## config.mk

```make
export PLATFORM = sky130hd
export DESIGN_NAME = riscv_selfcheck_monitor
export DESIGN_NICKNAME = d
export VERILOG_FILES = /design/src/rtl/riscv_selfcheck_monitor.sv
export SDC_FILE = /design/constraint.sdc
export NUM_CORES = 2
export LEC_CHECK = 0
export ABC_AREA = 1
export BUFFER_PORTS_ARGS = -buffer_cell sky130_fd_sc_hd__buf_2
export CORE_UTILIZATION = 47
export CTS_BUF_LIST = sky130_fd_sc_hd__clkbuf_16
export DETAILED_ROUTE_END_ITERATION = 7
export HOLD_SLACK_MARGIN = 0.03
export PLACE_DENSITY = 0.61
export SETUP_SLACK_MARGIN = 0.05
export SYNTH_ARGS = -nofsm -noshare
export SYNTH_HDL_FRONTEND = slang
export SYNTH_SLANG_ARGS = --single-unit
```

## constraint.sdc

```tcl
create_clock -name clk_i -period 2.71 [get_ports clk_i]
set_input_delay 0.542 -clock clk_i [delete_from_list [all_inputs] [get_ports clk_i]]
set_output_delay 0.542 -clock clk_i [all_outputs]
set_load 0.01 [all_outputs]
```

## src/rtl/riscv_selfcheck_monitor.sv

```systemverilog
// rtl/riscv_selfcheck_monitor.sv - WB-snooping shadow regfile, halt/timeout detect, expected-value checker
// Runs until the core's pc sits still (halt) or a cycle budget expires, then scans the expected table.
module riscv_selfcheck_monitor #(
  parameter int  XLEN           = 32,
  parameter int  NUM_CHECKS     = 16,
  parameter int  TIMEOUT_CYCLES = 10000,
  parameter int  HALT_CYCLES    = 8,
  parameter int  CNT_W          = 32,
  localparam int IDX_W          = (NUM_CHECKS > 1) ? $clog2(NUM_CHECKS) : 1
) (
  input  logic             clk_i,
  input  logic             reset_i,
  input  logic             start_i,
  input  logic             exp_we_i,
  input  logic [IDX_W-1:0] exp_idx_i,
  input  logic [4:0]       exp_reg_i,
  input  logic [XLEN-1:0]  exp_val_i,
  input  logic             wb_reg_write_i,
  input  logic [4:0]       wb_rd_addr_i,
  input  logic [XLEN-1:0]  wb_write_data_i,
  input  logic [XLEN-1:0]  pc_i,
  output logic             busy_o,
  output logic             done_o,
  output logic             pass_o,
  output logic             timeout_o,
  output logic [IDX_W:0]   fail_count_o,
  output logic [IDX_W-1:0] first_fail_idx_o,
  output logic [XLEN-1:0]  first_fail_actual_o,
  output logic [CNT_W-1:0] cycle_count_o
);
  localparam int ST_W = $clog2(HALT_CYCLES) + 1;

  typedef enum logic [1:0] {S_IDLE, S_RUN, S_CHECK, S_DONE} state_e;

  state_e            state_q, state_d;
  logic [XLEN-1:0]   shadow_q [32];
  logic [XLEN-1:0]   shadow_d [32];
  logic [4:0]        tbl_reg_q [NUM_CHECKS];
  logic [4:0]        tbl_reg_d [NUM_CHECKS];
  logic [XLEN-1:0]   tbl_val_q [NUM_CHECKS];
  logic [XLEN-1:0]   tbl_val_d [NUM_CHECKS];
  logic [NUM_CHECKS-1:0] tbl_en_q, tbl_en_d;
  logic [XLEN-1:0]   pc_prev_q, pc_prev_d;
  logic [ST_W-1:0]   stable_q, stable_d;
  logic [CNT_W-1:0]  cnt_q, cnt_d;
  logic [IDX_W-1:0]  idx_q, idx_d;
  logic [IDX_W:0]    fail_q, fail_d;
  logic [IDX_W-1:0]  ffi_q, ffi_d;
  logic [XLEN-1:0]   ffa_q, ffa_d;
  logic              timeout_q, timeout_d;
  logic [XLEN-1:0]   chk_actual;
  logic              chk_mismatch;

  assign chk_actual   = shadow_q[tbl_reg_q[idx_q]];
  assign chk_mismatch = tbl_en_q[idx_q] && (chk_actual != tbl_val_q[idx_q]);

  always_comb begin
    state_d   = state_q;
    shadow_d  = shadow_q;
    tbl_reg_d = tbl_reg_q;
    tbl_val_d = tbl_val_q;
    tbl_en_d  = tbl_en_q;
    pc_prev_d = pc_prev_q;
    stable_d  = stable_q;
    cnt_d     = cnt_q;
    idx_d     = idx_q;
    fail_d    = fail_q;
    ffi_d     = ffi_q;
    ffa_d     = ffa_q;
    timeout_d = timeout_q;

    if ((state_q == S_IDLE || state_q == S_DONE) && exp_we_i) begin
      tbl_reg_d[exp_idx_i] = exp_reg_i;
      tbl_val_d[exp_idx_i] = exp_val_i;
      tbl_en_d[exp_idx_i]  = 1'b1;
    end

    case (state_q)
      S_IDLE, S_DONE: begin
        if (start_i) begin
          state_d = S_RUN;
          for (int i = 0; i < 32; i++) shadow_d[i] = '0;
          pc_prev_d = pc_i;
          stable_d  = '0;
          cnt_d     = '0;
          fail_d    = '0;
          ffi_d     = '0;
          ffa_d     = '0;
          timeout_d = 1'b0;
        end
      end
      S_RUN: begin
        cnt_d = (&cnt_q) ? cnt_q : cnt_q + CNT_W'(1);
        if (wb_reg_write_i && wb_rd_addr_i != 5'd0) shadow_d[wb_rd_addr_i] = wb_write_data_i;
        stable_d  = (pc_i == pc_prev_q) ? stable_q + ST_W'(1) : '0;
        pc_prev_d = pc_i;
        // halt takes priority so a coinciding timeout is not reported
        if (stable_d == ST_W'(HALT_CYCLES - 1)) begin
          state_d = S_CHECK;
          idx_d   = '0;
        end else if (cnt_d == CNT_W'(TIMEOUT_CYCLES)) begin
          state_d   = S_CHECK;
          idx_d     = '0;
          timeout_d = 1'b1;
        end
      end
      S_CHECK: begin
        if (chk_mismatch) begin
          fail_d = fail_q + (IDX_W+1)'(1);
          if (fail_q == '0) begin
            ffi_d = idx_q;
            ffa_d = chk_actual;
          end
        end
        if (idx_q == IDX_W'(NUM_CHECKS - 1)) state_d = S_DONE;
        else                                 idx_d   = idx_q + IDX_W'(1);
      end
      default: state_d = S_IDLE;
    endcase
  end

  always_ff @(posedge clk_i) begin
    if (reset_i) begin
      state_q <= S_IDLE;
      for (int i = 0; i < 32; i++) shadow_q[i] <= '0;
      for (int i = 0; i < NUM_CHECKS; i++) begin
        tbl_reg_q[i] <= '0;
        tbl_val_q[i] <= '0;
      end
      tbl_en_q  <= '0;
      pc_prev_q <= '0;
      stable_q  <= '0;
      cnt_q     <= '0;
      idx_q     <= '0;
      fail_q    <= '0;
      ffi_q     <= '0;
      ffa_q     <= '0;
      timeout_q <= 1'b0;
    end else begin
      state_q   <= state_d;
      shadow_q  <= shadow_d;
      tbl_reg_q <= tbl_reg_d;
      tbl_val_q <= tbl_val_d;
      tbl_en_q  <= tbl_en_d;
      pc_prev_q <= pc_prev_d;
      stable_q  <= stable_d;
      cnt_q     <= cnt_d;
      idx_q     <= idx_d;
      fail_q    <= fail_d;
      ffi_q     <= ffi_d;
      ffa_q     <= ffa_d;
      timeout_q <= timeout_d;
    end
  end

  assign busy_o              = (state_q == S_RUN) || (state_q == S_CHECK);
  assign done_o              = (state_q == S_DONE);
  assign pass_o              = done_o && (fail_q == '0) && !timeout_q;
  assign timeout_o           = timeout_q;
  assign fail_count_o        = fail_q;
  assign first_fail_idx_o    = ffi_q;
  assign first_fail_actual_o = ffa_q;
  assign cycle_count_o       = cnt_q;

endmodule

```

# Word level (Yosys, flattened, before mapping)
# Index checks and enable logic that the tools add are counted.
[classes]
muxes = 55
n_lt_le_gt_ge = 9
reduce_logical = 26
bitwise_logic = 5
n_addsub = 4
n_eq_ne = 17
[ops]
columns = ["operator", "count"]
rows = [
  ["$mux 1024", 2],
  ["$pmux 1024 s2", 1],
  ["$bwmux 1024", 1],
  ["$bwmux 512", 1],
  ["$mux 32", 11],
  ["$pmux 32 s2", 3],
  ["$bmux 32 s5", 1],
  ["$demux 32 s5", 1],
  ["$bmux 32 s4", 1],
  ["$demux 32 s4", 1],
  ["$bwmux 80", 1],
  ["$add 32x1->32 const B", 1],
  ["$eq 32x14->1 const B", 1],
  ["$eq 32x32->1", 1],
  ["$ne 32x32->1", 1],
  ["$reduce_and 32->1", 1],
  ["$mux 4", 7],
  ["$mux 5", 5],
  ["$pmux 4 s2", 3],
  ["$bmux 5 s4", 1],
  ["$demux 5 s4", 1],
  ["$or 16x16->16", 1],
  ["$ne 2x2->1 const B", 7],
  ["$ge 6x6->1 const B", 2],
  ["33 further kinds", 60],
]
[totals]
elab_cells = 190
ff_bits = 1748
input_bits = 115
output_inout_bits = 77

# Depth between registers and ports, before layout
[logic_depth]
ltp_word = 12
ltp_mapped = 30
mapped_depth_nobuf = 27

# Worst setup path before layout
# Ideal clock, no wire load.
[synth_path]
path_type = "register -> register"
startpoint = "register cnt_q[0] (netlist: cycle_count_o[0])"
endpoint = "register idx_q[0]"
setup_ns = 0.116
required_ns = 2.594
arrival_time_ns = 2.852
path_buffers = 0
path_slack_ns = -0.258
stages_incl_launch_ff = 26
synth_period_minus_slack_ns = 2.968
cell_sequence = "dfxtp_1 ha_1 nand2_1 nor2_1 nand2_1 nor2_1 nand2_1 nor2_1 nand2_1 nor2_1 nand2_2 nand3_1 nor2_1 nand4_1 nor2_1 nand2_1 xor2_1 nor2_1 nand2_1 nor2_1 nand3_1 nand3_1 nand2_1 inv_1 o21ai_0 nor2_1"
[synth_via]
elab_chain_cells = 5
word_cells_on_any_way = 6
classes_between = "add/sub (1); eq/ne (2); mux (1); reduce/logical (2)"
[synth_lines]
columns = ["item", "line", "text"]
rows = [
  ["start, declared", "45", "logic [CNT_W-1:0] cnt_q, cnt_d;"],
  ["start signal, assigned", "147", "cnt_q <= cnt_d;"],
  ["$add 32x1->32 / $reduce_and 32->1 (equally long branches)", "93", "cnt_d = (&cnt_q) ? cnt_q : cnt_q + CNT_W'(1);"],
  ["$mux 32 (*)", "93", ""],
  ["$eq 32x14->1 (*)", "101", "end else if (cnt_d == CNT_W'(TIMEOUT_CYCLES)) begin"],
  ["$ne 3x3->1 (no line) (*)", "n/a", ""],
  ["$reduce_and 3->1 (no line) (*)", "n/a", ""],
  ["end signal, assigned", "148", "idx_q <= idx_d;"],
  ["end, declared", "46", "logic [IDX_W-1:0] idx_q, idx_d;"],
]
# Mark *: on every way between the ends. The rest lies on a longest branch, timed or not.
# A chain may end at the register's enable or synchronous reset.

# Final worst setup path
[layout_path]
startpoint = "register idx_q[0]"
endpoint = "register ffa_q[5] (netlist: first_fail_actual_o[5])"
[layout_via]
elab_chain_cells = 12
word_cells_on_any_way = 20
classes_between = "eq/ne (2); mux (14); bitwise (2); reduce/logical (2)"
[layout_lines]
columns = ["item", "line", "text"]
rows = [
  ["$not 4->5 (implied by the code)", "54, 55", ""],
  ["$bmux 5 s4", "54", "assign chk_actual = shadow_q[tbl_reg_q[idx_q]];"],
  ["$mux 5 (implied by the code) (2 in series)", "54", ""],
  ["$not 5->6 (implied by the code)", "54", ""],
  ["$bmux 32 s5", "54", ""],
  ["$mux 32 (implied by the code) (2 in series)", "54", ""],
  ["$ne 32x32->1", "55", "assign chk_mismatch = tbl_en_q[idx_q] && (chk_actual != tbl_val_q[idx_q]);"],
  ["$logic_and 1x1->1", "55", ""],
  ["$ne 2x2->1 (no line)", "n/a", ""],
  ["$reduce_and 4->1 (no line)", "n/a", ""],
  ["end signal, assigned", "137", "ffa_q <= '0;"],
  ["end signal, assigned", "151", "ffa_q <= ffa_d;"],
  ["end, declared", "49", "logic [XLEN-1:0] ffa_q, ffa_d;"],
]
# Parallel ways exist; a longest one is shown, timed or not. The select of a mux whose other input is x is not followed.

==> results.md <==
- Status: complete, but fails checks
- Failing checks: setup timing
- Min Tclk post-route: 3.93 ns
- Leakage power: 34.3 nW
- Routed wire length: 316 mm
- Drt wl/cell: 22.3 µm
- RR Startpoint: idx_q[0]$_SDFFE_PP0P_
- First-pass GRT wire length: 462 mm
- Slowest cell on the critical path: dfxtp_4
- Most instantiated library cell after synthesis: nand2_1
- Hold_sp: reset_i
- Detail Route Antenna Nets: 0
- Clock Skew: 0.0457 ns
- Comb power frac: 29.1%
- Post-Syn Nets: 11800
- Crit Path Class: flop to flop
- RSZ-0062 raised after global routing: true
- Synth area leaders: dfxtp_1 44%, nand2_1 15%, a21oi_1 12%
- Layout Nets: 11900
- Required @ worst endpoint: 3.47 ns
- Post-synth EDFFs: 0
- First DRT Iteration DRCs: 10400
- GP Congestion: 0.968
- WHS: 0.0675 ns
- Worst-path clk slew: 0.06 ns
- Pint: 46.4 mW
- Headroom to the max-slew limit: 16.5%
- Seq cells post-synth: 1748
- Initial Util: 47.3%
- Worst VDD drop: 0.000681 V
- Clock Latency Late Sink: 0.85 ns
- Row count: 150
- Final core utilization: 57.5%
- Vias per cell: 5.78
- Synthesized area: 0.0791 mm²
- Area Overhead vs Synth: 21.4%
- Part of the cycle the worst path needs: 145%
- PortBufs: 191
- Global-route usage over all layers: 35.3%
- Async S/R FF share, synth: 0%
- Worst Setup End Kind: flop
- Worst-Margin Slew: 1.25 ns
- Fraction of layout cells with a size suffix above 1: 13.4%
- Sw Ratio: 35.4%
- DIE AREA: 0.170 mm²
- Post-synth top area share: 44.2%
- Worst reg-to-reg setup slack: -1.22 ns
- RR Endpoint: first_fail_actual_o[5]$_SDFFE_PP0P_
- Hold Vio Cnt, Final: 0
- Worst Path Arrival: 4.69 ns
- Reg power frac: 37.2%
- Dpl cells: 13700
- CP startpoint kind: flop
- Achievable Freq: 254 MHz
- Vias: 82000
- Die X-Extent: 412 µm
- Distinct cell type count after synthesis: 42
- Min-delay worst type: input port to flop
- Core ar.: 0.167 mm²
- H-tree levels: 4
- Hold path depth: 2
- PnR Total Power: 71.8 mW
- Clock root buffer: clkbuf_16
- Max-Cap Viols: 0
- Total CTS buffers: 188
- Crit Path Max Fanout: 13
- Slew Viols, Final: 0
- CTS tree: done
- Largest net degree at the start of global routing: 149
- Clk pwr share: 33.7%
- Maximum clock path buffer count: 3
- Crit path to: first_fail_actual_o[5]$_SDFFE_PP0P_
- Initial antenna violation count: 13
- Gr ovfl total: 0
- Sequential-to-total area share from yosys stat: 44.2%
- Final setup vio count: 48
- Synthesized area per cell: 6.77 µm²
- Fin worst setup slack: -1.22 ns
- YS warnings: 0
- Worst reg2reg path depth: 28
- Sink Count: 1748
- CP peak stage delay: 0.37 ns
- Top FF cell, synth: dfxtp_1
- Post-route insts no fill: 14200
- Placement Setup Slack: -1.44 ns
- Start point of the critical path: idx_q[0]$_SDFFE_PP0P_
- Post-route DRC: 0
- Die Y: 412 µm
- I/O pin cnt: 192
- Psw: 25.4 mW
- Dpl hpwl: 194 mm
- Pwr/cell area: 748 mW/mm²
- Vias in the first global route: 74300
- Synthesized instance count: 11700
- Synth area leader: dfxtp_1
- Top cells by count, synth: 3183 x nand2_1, 1932 x a21oi_1, 1748 x dfxtp_1, 1482 x nand3_1, 881 x o21ai_0
- Pre-antenna DRT Iters: 6
what timing repair did:
item                                    in CTS  in global routing
setup buffers                               23                 22
endpoints found under the setup margin      50                302
pin swaps                                   20                 29
gates cloned                                13                 25
hold endpoints to repair                    36                  0
hold buffers                                36                  0
gates resized for setup                    145                194
routing by layer:
metal / global-route usage, % / vias to the layer above / wire (µm)
li1: - / 38500 / -
met1: 45.9 / 38600 / 128000
met2: 56.9 / 4073 / 143000
met3: 5.02 / 804 / 27800
met4: 18.1 / 4 / 17300
met5: 0 / - / 21
layout by cell type, fill, tap and decap left out, types with 6 or more instances in the layout:
master and n:
a21oi_1 1921, a21oi_2 31, buf_12 201, buf_16 28, buf_2 190, buf_4 478
buf_6 30, buf_8 11, bufinv_16 8, clkbuf_16 211, clkinv_1 46, clkinv_2 25
dfxtp_1 1740, diode_2 7, dlygate4sd3_1 36, ha_1 6, inv_1 842, inv_2 7
nand2_1 3158, nand2_2 42, nand3_1 1262, nand3_2 168, nand3_4 55, nand3b_1 8
nand4_1 61, nor2_1 274, nor2_2 43, nor3_1 19, nor4_1 8, o211ai_1 7
o21ai_0 872, o21ai_1 12, o21ai_2 6, o22ai_1 33, xnor2_1 12, xor2_1 38
sequential cells by signal (all words and copies together), names as in the netlist:
name                 cells
cycle_count_o           32
fail_count_o             5
first_fail_actual_o     32
first_fail_idx_o         4
idx_q                    4
pc_prev_q               32
shadow_q              1024
stable_q                 4
state_q                  2
tbl_en_q                16
tbl_reg_q               80
tbl_val_q              512
timeout_o                1
power groups by stage:
stage | Clock [mW] | Combinational [mW] | Sequential, mW
2_1_floorplan | 0 | 10.1 | 27.2
3_3_place_gp | 0 | 18.4 | 27.2
3_5_place_dp | 0 | 18.5 | 27.3
4_1_cts | 24.5 | 19.3 | 26.7
5_1_grt | 25.5 | 21.7 | 26.8
6_report | 24.2 | 20.9 | 26.7
layout make-up:
type	count	area [µm²]
multi-input combinational	8082	38600
sequential	1748	35000
clock inverter	144	875
inverter	804	3100
tap	2204	2760
timing repair inverter	4	52.6
timing repair buffer	997	10800
antenna	7	17.5
fill	15600	71000
clock buffer	191	4780
through the flow:
stage / setup TNS [ns] / area, µm²
finish: -50.54 / 96000
global route: -57.51 / 96000
CTS: -43.79 / 94300
detailed placement: -60.21 / 87000
global placement: -59.61 / 87000
floorplan: -18.11 / 80100
cells by family after synthesis:
kind of cell / Yosys count / share of synthesized area, %
AND/OR/NAND/NOR: 5120 / 27.1
AO/OA/AOI/OAI: 2898 / 18.6
buffers and inverters: 1860 / 9.36
flip-flops: 1748 / 44.2
XOR/XNOR: 53 / 0.587
adder cells (fa/ha/maj): 9 / 0.142
multiplexers: 1 / 0.0127
how the worst min path moves through the flow:
stage / slack (ns) / endpoint
floorplan: 0.42 / tbl_reg_q[17]$_SDFFE_PP0P_
global placement: 0.43 / tbl_val_q[493]$_SDFFE_PP0P_
detailed placement: 0.43 / tbl_val_q[395]$_SDFFE_PP0P_
CTS: 0.03 / shadow_q[367]$_SDFFE_PP0P_
global route: 0.07 / tbl_reg_q[22]$_SDFFE_PP0P_
finish: 0.07 / tbl_reg_q[24]$_SDFFE_PP0P_
worst max-delay path, delay by kind of cell, from the launching register on:
| kind | cells | cell delay, ns |
|---|---|---|
| AOI/OAI and AO/OA | 1 | 0.11 |
| DFF | 1 | 0.37 |
| and+or+nand+nor | 21 | 2.43 |
| buffers and inverters | 6 | 0.88 |
Power figures use the tool's default switching activity.
